## src/rtl/apb_master.sv

```systemverilog
// Single-channel APB master: one request at a time -> SETUP/ACCESS on an 8-slave bus.
// Optional ACCESS-phase timeout is built when APB_MASTER_TIMEOUT_EN is defined.
module apb_master #(
   parameter int SEL_LSB        = 12,
   parameter int TIMEOUT_CYCLES = 16
) (
   input  logic        PCLK,
   input  logic        PRST_N,
   input  logic        req_valid,
   output logic        req_ready,
   input  logic        req_write,
   input  logic [31:0] req_addr,
   input  logic [31:0] req_wdata,
   input  logic [3:0]  req_strb,
   output logic        rsp_valid,
   output logic [31:0] rsp_rdata,
   output logic        rsp_err,
   output logic [7:0]  PSEL,
   output logic        PENABLE,
   output logic        PWRITE,
   output logic [31:0] PADDR,
   output logic [31:0] PWDATA,
   output logic [3:0]  PSTRB,
   input  logic [31:0] PRDATA,
   input  logic        PREADY,
   input  logic        PSLVERR
);

   typedef enum logic [1:0] {ST_IDLE, ST_SETUP, ST_ACCESS} state_t;

   state_t      r_state;
   logic [7:0]  r_psel;
   logic        r_penable;
   logic        r_pwrite;
   logic [31:0] r_paddr;
   logic [31:0] r_pwdata;
   logic [3:0]  r_pstrb;
   logic        r_rsp_valid;
   logic [31:0] r_rsp_rdata;
   logic        r_rsp_err;

   logic [31:0] w_hi_bits;
   logic        w_illegal;
   logic [2:0]  w_idx;

   // Address bits above the slave index must be zero, otherwise it is a decode error.
   assign w_hi_bits = req_addr >> (SEL_LSB + 3);
   assign w_illegal = |w_hi_bits;
   assign w_idx     = req_addr[SEL_LSB +: 3];

`ifdef APB_MASTER_TIMEOUT_EN
   localparam int TO_W = $clog2(TIMEOUT_CYCLES + 1);
   logic [TO_W-1:0] r_to_cnt;
`endif

   always_ff @(posedge PCLK) begin
      if (!PRST_N) begin
         r_state     <= ST_IDLE;
         r_psel      <= '0;
         r_penable   <= 1'b0;
         r_pwrite    <= 1'b0;
         r_paddr     <= '0;
         r_pwdata    <= '0;
         r_pstrb     <= '0;
         r_rsp_valid <= 1'b0;
         r_rsp_rdata <= '0;
         r_rsp_err   <= 1'b0;
`ifdef APB_MASTER_TIMEOUT_EN
         r_to_cnt    <= '0;
`endif
      end else begin
         r_rsp_valid <= 1'b0;
         r_rsp_rdata <= '0;
         r_rsp_err   <= 1'b0;
         case (r_state)
            ST_IDLE: begin
               if (req_valid) begin
                  if (w_illegal) begin
                     // Decode error answers immediately and never touches the bus.
                     r_rsp_valid <= 1'b1;
                     r_rsp_err   <= 1'b1;
                  end else begin
                     r_paddr  <= req_addr;
                     r_pwrite <= req_write;
                     r_pwdata <= req_wdata;
                     r_pstrb  <= req_write ? req_strb : 4'b0000;
                     r_psel   <= 8'(1) << w_idx;
                     r_state  <= ST_SETUP;
                  end
               end
            end
            ST_SETUP: begin
               r_penable <= 1'b1;
               r_state   <= ST_ACCESS;
`ifdef APB_MASTER_TIMEOUT_EN
               r_to_cnt  <= '0;
`endif
            end
            ST_ACCESS: begin
               if (PREADY) begin
                  r_psel      <= '0;
                  r_penable   <= 1'b0;
                  r_state     <= ST_IDLE;
                  r_rsp_valid <= 1'b1;
                  r_rsp_err   <= PSLVERR;
                  r_rsp_rdata <= r_pwrite ? 32'h0 : PRDATA;
               end
`ifdef APB_MASTER_TIMEOUT_EN
               else if (r_to_cnt == TO_W'(TIMEOUT_CYCLES - 1)) begin
                  r_psel      <= '0;
                  r_penable   <= 1'b0;
                  r_state     <= ST_IDLE;
                  r_rsp_valid <= 1'b1;
                  r_rsp_err   <= 1'b1;
               end else begin
                  r_to_cnt <= r_to_cnt + 1'b1;
               end
`endif
            end
            default: r_state <= ST_IDLE;
         endcase
      end
   end

   assign req_ready = (r_state == ST_IDLE);
   assign rsp_valid = r_rsp_valid;
   assign rsp_rdata = r_rsp_rdata;
   assign rsp_err   = r_rsp_err;
   assign PSEL      = r_psel;
   assign PENABLE   = r_penable;
   assign PWRITE    = r_pwrite;
   assign PADDR     = r_paddr;
   assign PWDATA    = r_pwdata;
   assign PSTRB     = r_pstrb;

endmodule

```

## config.mk

```make
export PLATFORM = sky130hd
export DESIGN_NAME = apb_master
export DESIGN_NICKNAME = d
export VERILOG_FILES = /design/src/rtl/apb_master.sv
export SDC_FILE = /design/constraint.sdc
export NUM_CORES = 1
export LEC_CHECK = 0
export CORE_ASPECT_RATIO = 0.6
export CORE_MARGIN = 4
export CORE_UTILIZATION = 35
export DETAILED_ROUTE_END_ITERATION = 6
export PLACE_DENSITY = 0.77
export SYNTH_ARGS = -nofsm -noshare
export SYNTH_HDL_FRONTEND = slang
export SYNTH_SLANG_ARGS = --single-unit
```

## constraint.sdc

```tcl
create_clock -name PCLK -period 1.7 [get_ports PCLK]
set_clock_uncertainty 0.15 [all_clocks]
set_input_delay 0.17 -clock PCLK [delete_from_list [all_inputs] [get_ports PCLK]]
set_output_delay 0.17 -clock PCLK [all_outputs]
set_load 0.005 [all_outputs]
```

# == Yosys cells after proc, flatten, opt, wreduce, memory -nomap -nowiden ==
# Index checks and enable logic that the tools add are counted.
# word_totals
register_bits,114
in_bits,106
word_cells,46
# classes
n_eq_ne,5
shift,1
muxes,17
bitwise_logic,4
reduce_logical,9
# op_table
cell,count
8-bit 2-to-1 mux,3
17-bit OR reduction,1
8-bit one-hot mux with 2 select lines,1
"1-bit by 3-bit left shift with 8-bit output, first input constant",1
2-bit 2-to-1 mux,3
"2-bit inequality test, second input constant",3
1-bit one-hot mux with 2 select lines,3
2-bit one-hot mux with 3 select lines,1
3-bit AND reduction,2
1-bit 2-to-1 mux,5
4-bit 2-to-1 mux,1
1-bit NOT,4
4-bit AND reduction,1
2-bit nonzero test,2
4-bit OR reduction,1
"2-bit by 1-bit equality test with 1-bit output, second input constant",1
"2-bit equality test, second input constant",1
2-bit zero test,1
2-bit AND reduction,1

# == Depth between registers and ports, before layout ==
# Gate-level depths: netlist (run 1).
# logic_depth
depth_word,4
mapped_depth,7
depth_no_buf,4

# == Least setup slack after synthesis (run 1) ==
# No wires, ideal clock.
# synth_timing
kind,reg-to-reg
startpoint,reg r_state[1]
endpoint,reg r_pstrb[0] (netlist: PSTRB[0])
setup_time_ns,0.070
arrival_ns,1.415
t_required_ns,1.480
setup_slack_ns,0.065
stages_incl_launch_ff,6
n_path_buf,1
synth_period_minus_slack_ns,1.635
cell_sequence,dfxtp_1 nor3b_2 nand2_1 buf_2 or3_1 a21oi_1
# synth_between
elab_chain_len,2
# synth_lines
item,line_no,text
"start, declared",31,state_t r_state;
"start signal, assigned",58,r_state <= ST_IDLE;
"start signal, assigned",88,r_state <= ST_SETUP;
"start signal, assigned",94,r_state <= ST_ACCESS;
2-bit zero test,75,case (r_state)
3-bit AND reduction (no line),--,
"end signal, assigned",86,r_pstrb <= req_write ? req_strb : 4'b0000;
"end, declared",37,logic [3:0] r_pstrb;
# No other way between the ends.
# A chain may end at the register's enable or synchronous reset.

# == Worst setup path in the final report (run 1) ==
# layout_timing
startpoint,in req_addr[17]
endpoint,reg r_pstrb[2] (netlist: PSTRB[2])
# layout_between
elab_chain_len,3
# layout_lines
item,line_no,text
"start, declared",12,"input logic [31:0] req_addr,"
17-bit OR reduction,48,assign w_illegal = |w_hi_bits;
1-bit NOT (no line),--,
3-bit AND reduction (no line),--,
# No other way between the ends.

==> results.py, run 1 <==
metrics = {
    "synthesis": {
        "yosysSeqAreaShare_pct": 57.4,
        "synth-async-reset-ratio_pct": 0,
        "syn_avg_cell_area_um2": 9.45,
        "syn_inst": 421,
        "syn_area_um2": 3980,
        "synthesis.nets": 527,
        "synthFlopType": "dfxtp_1",
        "ys_ff_latch": 114,
        "synth_edf_count": 0,
        "ys_warn_count": 0,
        "synth.distinct_cells": 29,
    },
    "worst_setup_path": {
        "critPathArrivalTime_ps": 1800,
        "setup.worst_path.end_class": "register",
        "critPathLaunchType": "input port",
        "path_class": "in -> reg",
        "cp_data_required_time_ps": 1870,
        "cp_max_fo": 14,
    },
    "drt": {
        "antenna_left": 0,
        "drc": 0,
        "viasPerCell": 5.08,
        "drtPass1Iterations": 4,
        "drt_first_iter_violations": 152,
        "wl_per_cell_um": 17.2,
        "routed_wl_um": 13700,
        "vias": 4031,
    },
    "clock_tree": {
        "cts_buffers": 17,
        "clkSinkCount": 114,
        "cts_max_path_buffers": 2,
        "htree_levels": 4,
        "tritoncts": "done",
        "clockRootBuffer": "clkbuf_16",
        "clkTransAtPathRegs_ps": 50,
        "clock_latency_ps": 390,
    },
    "power": {
        "combinationalPowerShare_pct": 6.4,
        "switching_share_pct": 21.7,
        "pwr-share-seq_pct": 43.8,
        "irDropWorstVdd_uv": 581,
        "p_int_mw": 4.79,
        "switching_power_mw": 1.33,
        "power_frac_clock_pct": 49.8,
        "cellPowerDensity_nw_per_um2": 873,
        "p_leak_nw": 2.52,
    },
    "floorplan": {
        "die_area_um2": 13200,
        "die_h_um": 90.6,
        "start_util_pct": 36.8,
        "core_um2": 10800,
        "die_x_um": 146,
        "io_pins": 219,
        "core.rowCount": 29,
    },
    "placement": {
        "dpl_cell_area_um2": 6440,
        "gp_congestion": 0.809,
        "io_buffers": 218,
        "dp_hpwl_um": 9960,
    },
    "timing": {
        "clock.fmax_mhz": 611,
        "hold_violations": 0,
        "period_share_pct": 96.3,
        "relSlewSlack_pct": 68.0,
        "period_needed_ps": 1640,
        "setup_viol": 0,
        "drv_slew": 0,
        "worst_pin_slew_ps": 480,
    },
    "global_route": {
        "grt_usage_pct": 20.5,
        "grt_pass1_vias": 4167,
        "grt_pass1_wl_um": 21800,
        "grt_max_degree": 47,
        "antenna_found_initial": 0,
        "grt-ovfl-total": 0,
    },
    "final_layout": {
        "finalCoreUtilization_pct": 64.8,
        "area_growth_pct": 76.1,
        "drive_above_1_share_pct": 10.1,
        "antenna_cells": 0,
        "most-common-layout-cells": "215 x clkdlybuf4s50_1, 114 x dfxtp_1, 54 x a21oi_1",
        "fin_area_um2": 7010,
        "fin_nets": 749,
        "layout_commonest_cell": "clkdlybuf4s50_1",
    },
    "flow_run": {
        "drv_cap": 0,
    },
    "outcome": {
        "outcome": "completed",
    },
    "min_path": {
        "hold_class": "in -> reg",
    },
}
[metal layers]
metal,track usage [%],wire [um],vias up
li1,-,-,1951
met1,24.3,5930,1908
met2,33.8,6530,158
met3,7.57,1010,14
met4,7.90,185,0
met5,0,0,-
[what timing repair did]
item / CTS / global route
cloned: 0 / 0
buffers inserted: 0 / 1
resized for setup: 2 / 10
hold endpoints to repair: 0 / 0
pin swaps: 0 / 2
hold buffers: 0 / 0
endpoints found under the setup margin: 3 / 77
[flip-flops by register name, indices dropped and copies added (netlist names)]
| name | cells |
|---|---|
| PADDR | 32 |
| rsp_err | 1 |
| PWRITE | 1 |
| rsp_valid | 1 |
| PSEL | 8 |
| rsp_rdata | 32 |
| PSTRB | 4 |
| r_state | 2 |
| PENABLE | 1 |
| PWDATA | 32 |
[cell families after synthesis]
family / count (synthesis) / synth area share (%)
flip-flops: 114 / 57.4
AO/OA/AOI/OAI: 110 / 14.1
buffers and inverters: 44 / 4.84
AND/OR/NAND/NOR: 145 / 21.7
multiplexers: 8 / 2.01
[cells in the mapped netlist (2+ instances only)]
| master | instances | share of area, % |
|---|---|---|
| nor4_1 | 3 | 0.47 |
| nand2_1 | 15 | 1.4 |
| nor2b_1 | 2 | 0.31 |
| nor3_1 | 3 | 0.38 |
| o21ai_0 | 11 | 1.4 |
| nor2_1 | 6 | 0.57 |
| and3_1 | 17 | 2.7 |
| inv_1 | 3 | 0.28 |
| dfxtp_1 | 114 | 57 |
| clkbuf_1 | 27 | 2.5 |
| buf_1 | 3 | 0.28 |
| and2_1 | 32 | 5.0 |
| buf_4 | 3 | 0.57 |
| nand3_1 | 5 | 0.63 |
| nand4_1 | 51 | 8.0 |
| or3_1 | 4 | 0.63 |
| o21ai_1 | 43 | 5.4 |
| mux2i_1 | 8 | 2.0 |
| buf_2 | 7 | 0.88 |
| a21oi_1 | 55 | 6.9 |
[worst paths after layout]
path                                 endpoint  slack, ps  depth (start not counted)         start
worst max-delay path                 PSTRB[2]         60                          6  req_addr[17]
worst min-delay path            rsp_rdata[15]        180                          2    PRDATA[15]
worst max register to register       PSTRB[2]         80                          5    r_state[1]
worst min register to register        PSEL[1]        310                          2       PSEL[1]
[stage by stage]
stage	hold slack, ps	TNS [ps]	setup slack (ps)	std cells	power [mW]
after CTS	165	0	7.93	792	6.17
after global routing	165	-58.5	-46.1	793	6.34
final	184	0	63.2	793	6.12
after detailed placement	302	-27870	-406	762	3.12
after global placement	297	-25120	-377	762	3.11
after floorplan	142	0	64.7	421	2.81
[worst max-delay path: stages]
cell and delay [ps]:
clkdlybuf4s50_1 410, nor4_2 310, nand4_1 170, buf_6 200, or3_1 380, a21oi_1 150
[power by group through the flow]
stage               Sequential (mW)  Clock [mW]  Combinational [mW]
floorplan                      2.73           0              0.0802
global placement               2.73           0               0.380
detailed placement             2.73           0               0.383
CTS                            2.68        3.11               0.388
global route                   2.68        3.25               0.420
finish                         2.68        3.05               0.394
[cell type report]
cell class                      instances  area (um^2)
Tap cell                              139          174
Fill cell                             843         3810
Sequential cell                       114         2280
Inverter                                3         11.3
Multi-Input combinational cell        263         1560
Clock buffer                           20          447
Clock inverter                         10         65.1
Timing Repair Buffer                  244         2470
No activity file was read; power rests on OpenSTA's default activity.
==> run 2: changes to the inputs <==
--- a/config.mk
+++ b/config.mk
@@ -6,7 +6,7 @@
 export NUM_CORES = 1
 export LEC_CHECK = 0
 export CORE_ASPECT_RATIO = 0.6
-export CORE_MARGIN = 4
+export CORE_MARGIN = 2
 export CORE_UTILIZATION = 35
 export DETAILED_ROUTE_END_ITERATION = 6
 export PLACE_DENSITY = 0.77
==> run 2 against run 1 <==
  * Register-to-register slack is essentially flat
  * Critical path depth grew 1
  * Sequential cell count did not move
  * Via count rose by 0.45%
  * Utilization down 0.94 points
  * Clock power rose by 8.5%
  * Sequential power hardly changed
  * Maximum frequency shrank 1.2%
  * Final area is 1.9% higher
  * Largest cell class unchanged
  * Highest routed layer unchanged
==> results.py, run 2 (synthesized netlist as in run 1, its figures left out) <==
metrics = {
    "outcome": {
        "outcome": "completed",
    },
    "floorplan": {
        "core_um2": 11200,
        "die_area_um2": 12300,
        "start_util_pct": 35.6,
        "io_pins": 219,
        "die_x_um": 142,
        "core.rowCount": 30,
        "die_h_um": 86.6,
    },
    "timing": {
        "drv_slew": 0,
        "setup_viol": 0,
        "period_needed_ps": 1660,
        "hold_violations": 0,
        "relSlewSlack_pct": 66.5,
        "hold_ws_ps": 177,
        "worst_pin_slew_ps": 503,
        "period_share_pct": 97.5,
        "clock.fmax_mhz": 603,
        "fin_tns_setup_ps": 0,
    },
    "clock_tree": {
        "clkSinkCount": 114,
        "cts_buffers": 17,
        "tritoncts": "done",
        "clock_latency_ps": 400,
        "ctsHoldBuffers": 0,
        "cts_max_path_buffers": 2,
        "clockRootBuffer": "clkbuf_16",
        "htree_levels": 4,
        "clkTransAtPathRegs_ps": 60,
    },
    "placement": {
        "io_buffers": 218,
        "dp.cells": 772,
        "dp_hpwl_um": 9840,
        "gp_congestion": 0.839,
    },
    "power": {
        "irDropWorstVdd_uv": 659,
        "cellPowerDensity_nw_per_um2": 894,
        "p_leak_nw": 2.64,
        "power_mw": 6.38,
    },
    "worst_setup_path": {
        "cp_max_fo": 6,
        "critPathArrivalTime_ps": 1840,
        "critPathBufInv": 3,
        "max_stage_delay_ps": 440,
        "crit_chain": "clkdlybuf4s50_1 > nor4_4 > nand4_1 > buf_6 > buf_2 > or3_1 > a21oi_1",
        "r2r_slack_ps": 90,
        "setup.worst_path.end_class": "register",
        "cp_data_required_time_ps": 1890,
        "crit_slowest_cell": "clkdlybuf4s50_1",
        "crit_family": "simple AND/OR/NAND/NOR gates",
        "critPathLaunchType": "input port",
        "path_class": "in -> reg",
    },
    "final_layout": {
        "finalNonFillerCells": 808,
        "antenna_cells": 0,
        "nFillCells": 878,
        "multi_input_area_um2": 1590,
        "fin_nets": 757,
        "ff_latch_area_um2": 2280,
        "most-common-layout-cells": "210 x clkdlybuf4s50_1, 114 x dfxtp_1, 53 x a21oi_1",
        "finalCoreUtilization_pct": 63.9,
        "area_growth_pct": 79.5,
        "drive_above_1_share_pct": 12.8,
        "layout_commonest_cell": "clkdlybuf4s50_1",
    },
    "global_route": {
        "antenna_found_initial": 0,
        "grt_usage_pct": 21.8,
        "grt-ovfl-total": 0,
        "grt_pass1_vias": 3921,
        "grt_pass1_wl_um": 20700,
        "grt_max_degree": 47,
    },
    "drt": {
        "vias": 4049,
        "drc": 0,
        "wl_per_cell_um": 16.9,
        "routed_wl_um": 13600,
        "viasPerCell": 5.01,
        "antenna_left": 0,
        "drtPass1Iterations": 5,
        "drt_first_iter_violations": 184,
    },
    "min_path": {
        "hold_class": "in -> reg",
    },
    "flow_run": {
        "drv_cap": 0,
    },
}
run 2: changes by cell type in the layout (fill, tap and decap cells not counted), moves of 2 or more:
cell	change
buf_12	-3
buf_4	+7
buf_6	+2
clkbuf_1	-2
clkdlybuf4s50_1	-5
clkinv_4	+3
dlymetal6s2s_1	+5
inv_6	+3
o21ai_1	-4
o21ai_2	+4
or3_1	-2
or3_4	+2
run 2: worst paths after layout:
path,from,end,cells past startpoint
setup / recovery,req_addr[22],PSTRB[3],7
hold / removal,PRDATA[1],rsp_rdata[1],2
setup reg to reg,r_state[1],PSTRB[2],5
hold reg to reg,PSEL[7],PSEL[7],2
run 2: metal layers:
layer / up-vias / part of all wire [%] / global-route usage, %
li1: 1964 / - / -
met5: - / 0 / 0
met3: 19 / 8.0 / 7.13
met2: 184 / 45 / 34.3
met4: 0 / 1.7 / 7.27
met1: 1882 / 45 / 28.6
run 2: where the power goes:
part | leakage, nW | internal [mW] | switching (mW)
Sequential | 0.918 | 2.68 | 0.000828
Clock | 0.262 | 2.01 | 1.30
Combinational | 1.46 | 0.249 | 0.146
Total | 2.64 | 4.94 | 1.44
run 2: metrics by stage:
stage / worst slack, ps / instance area [um^2]
after floorplan: 64.7 / 3980
after global placement: -405 / 6440
after detailed placement: -533 / 6440
after CTS: 5.36 / 7040
after global routing: -27.1 / 7140
final: 42.8 / 7140
run 2: what timing repair did:
item                                    4_1_cts  5_1_grt
endpoints found under the setup margin       66       79
gates cloned                                  0        1
pin swaps                                     2        8
gates resized for setup                       5       24
setup buffers                                 2        1
run 2: cell type report:
cell class / count / share of cell area [%]
clock buffer: 17 / 5.96
clock inverter: 15 / 1.89
sequential: 114 / 31.9
multi-input combinational: 263 / 22.3
timing repair buffer: 252 / 35.2
inverter: 3 / 0.158
tap: 144 / 2.52
==> run 3: changes to the inputs <==
--- a/config.mk
+++ b/config.mk
@@ -5,10 +5,12 @@
 export SDC_FILE = /design/constraint.sdc
 export NUM_CORES = 1
 export LEC_CHECK = 0
+export ABC_CLOCK_PERIOD_IN_PS = 1700
 export CORE_ASPECT_RATIO = 0.6
 export CORE_MARGIN = 2
 export CORE_UTILIZATION = 35
 export DETAILED_ROUTE_END_ITERATION = 6
+export GPL_TIMING_DRIVEN = 0
 export PLACE_DENSITY = 0.77
 export SYNTH_ARGS = -nofsm -noshare
 export SYNTH_HDL_FRONTEND = slang
==> run 3 against run 2 <==
  * Combinational power increased by 4%
  * Worst setup slack got worse by 14 ps
  * Critical path type unchanged
  * Power increased by 2.8%
  * Final area increased by 2.2%
  * Maximum frequency decreased by 0.83%
==> results.py, run 3 (synthesized netlist as in run 1, its figures left out) <==
metrics = {
    "clock_tree": {
        "clock_latency_ps": 400,
        "ctsHoldBuffers": 0,
        "htree_levels": 4,
        "cts_buffers": 17,
        "clkSinkCount": 114,
        "tritoncts": "done",
        "clockRootBuffer": "clkbuf_16",
        "cts_max_path_buffers": 2,
        "clkTransAtPathRegs_ps": 60,
    },
    "timing": {
        "setup_viol": 0,
        "hold_violations": 0,
        "clock.fmax_mhz": 598,
        "drv_slew": 0,
        "worst_slack_ps": 28.9,
        "period_share_pct": 98.3,
        "period_needed_ps": 1670,
        "rsz0062_at_grt": "true",
        "hold_ws_ps": 173,
        "relSlewSlack_pct": 63.8,
        "worst_pin_slew_ps": 543,
        "fin_tns_setup_ps": 0,
    },
    "worst_setup_path": {
        "critPathLaunchType": "input port",
        "cp_max_fo": 8,
        "cp_data_required_time_ps": 1870,
        "critPathArrivalTime_ps": 1840,
        "setup.worst_path.end_class": "register",
        "path_class": "in -> reg",
    },
    "final_layout": {
        "layout_commonest_cell": "clkdlybuf4s50_1",
        "fin_area_um2": 7300,
        "nFillCells": 895,
        "drive_above_1_share_pct": 14.8,
        "most-common-layout-cells": "210 x clkdlybuf4s50_1, 111 x dfxtp_1, 52 x a21oi_1",
        "area_growth_pct": 83.6,
        "fin_nets": 777,
    },
    "drt": {
        "drtPass1Iterations": 4,
        "routed_wl_um": 14300,
        "drt_first_iter_violations": 270,
        "antenna_left": 0,
        "viasPerCell": 5.08,
        "wl_per_cell_um": 17.3,
        "vias": 4215,
        "drc": 0,
    },
    "floorplan": {
        "io_pins": 219,
        "die_h_um": 86.6,
        "core.rowCount": 30,
        "die_area_um2": 12300,
        "start_util_pct": 35.6,
        "core_um2": 11200,
        "die_x_um": 142,
    },
    "global_route": {
        "grt_usage_pct": 22.9,
        "grt_max_degree": 17,
        "antenna_found_initial": 1,
        "grt-ovfl-total": 0,
        "grt_pass1_wl_um": 21600,
        "grt_pass1_vias": 4094,
    },
    "power": {
        "irDropWorstVdd_uv": 751,
        "p_leak_nw": 2.71,
        "switching_share_pct": 22.4,
        "combinationalPowerShare_pct": 6.3,
        "power_frac_clock_pct": 53.0,
        "switching_power_mw": 1.47,
        "p_int_mw": 5.09,
        "pwr-share-seq_pct": 40.8,
        "cellPowerDensity_nw_per_um2": 898,
    },
    "outcome": {
        "outcome": "completed",
    },
    "flow_run": {
        "drv_cap": 0,
    },
    "placement": {
        "io_buffers": 218,
        "gp_congestion": 0.837,
        "place_ws_ps": -823,
        "dp_hpwl_um": 10300,
        "dpl_cell_area_um2": 6340,
    },
    "min_path": {
        "hold_class": "in -> reg",
    },
}
run 3: cell count changes in the layout (fill, tap and decap cells not counted), moves of 3 or more:
cell	previous run	this run
clkbuf_4	0	5
buf_2	1	6
clkbuf_1	0	10
o21ai_0	11	2
dfxtp_2	0	3
buf_4	24	15
dfxtp_1	114	111
o21ai_1	38	45
clkbuf_2	0	7
run 3: repair_timing:
action,in CTS,in global routing
endpoints found under the setup margin,112,103
pin swaps,8,16
setup buffers,7,6
gates cloned,1,0
gates resized for setup,35,74
run 3: path summary, 6_finish.rpt:
path                     start       endpoint  slack (ps)  depth (start not counted)
setup / recovery  req_addr[22]        PSEL[0]          30                          8
hold / removal      PRDATA[25]  rsp_rdata[25]         170                          2
setup reg to reg    r_state[1]       PSTRB[0]          30                          5
hold reg to reg        PSEL[5]        PSEL[5]         310                          2
run 3: worst max-delay path: stages:
cell and delay [ps]:
clkdlybuf4s50_1 450, nor4_4 260, nand4_1 150, buf_6 160, buf_6 130, o21ai_4 160
buf_12 150, mux2i_1 200
run 3: power by group through the flow:
stage / clock [mW] / combinational (mW) / sequential, mW
global route: 3.68 / 0.437 / 2.67
global placement: 0 / 0.366 / 2.73
CTS: 3.53 / 0.388 / 2.68
floorplan: 0 / 0.0802 / 2.73
detailed placement: 0 / 0.371 / 2.73
finish: 3.48 / 0.411 / 2.68
run 3: through the flow:
stage	util (%)	cells	total power, mW
finish	65.3	829	6.56
global route	65.3	829	6.79
CTS	63.4	823	6.59
detailed placement	56.7	783	3.10
global placement	56.7	783	3.10
floorplan	-	421	2.81
run 3: layout make-up:
type / count / area (um^2) / area share (%)
plain buffers: 40 / 264 / 3.61
repair buffers: 232 / 2340 / 32.0
clock inverters: 15 / 159 / 2.18
inverters: 3 / 11.3 / 0.154
flip-flops and latches: 114 / 2290 / 31.3
diodes: 1 / 2.50 / 0.0343
clock buffers: 17 / 425 / 5.82
multi-input cells: 263 / 1640 / 22.4
well taps: 144 / 180 / 2.47
run 3: metal layers:
metal	vias to the layer above	part of all wire (%)	track usage, %
met5	-	0	0
met4	0	0.94	7.45
met1	2013	45	30.8
li1	2014	-	-
met3	12	7.4	7.29
met2	176	47	35.2
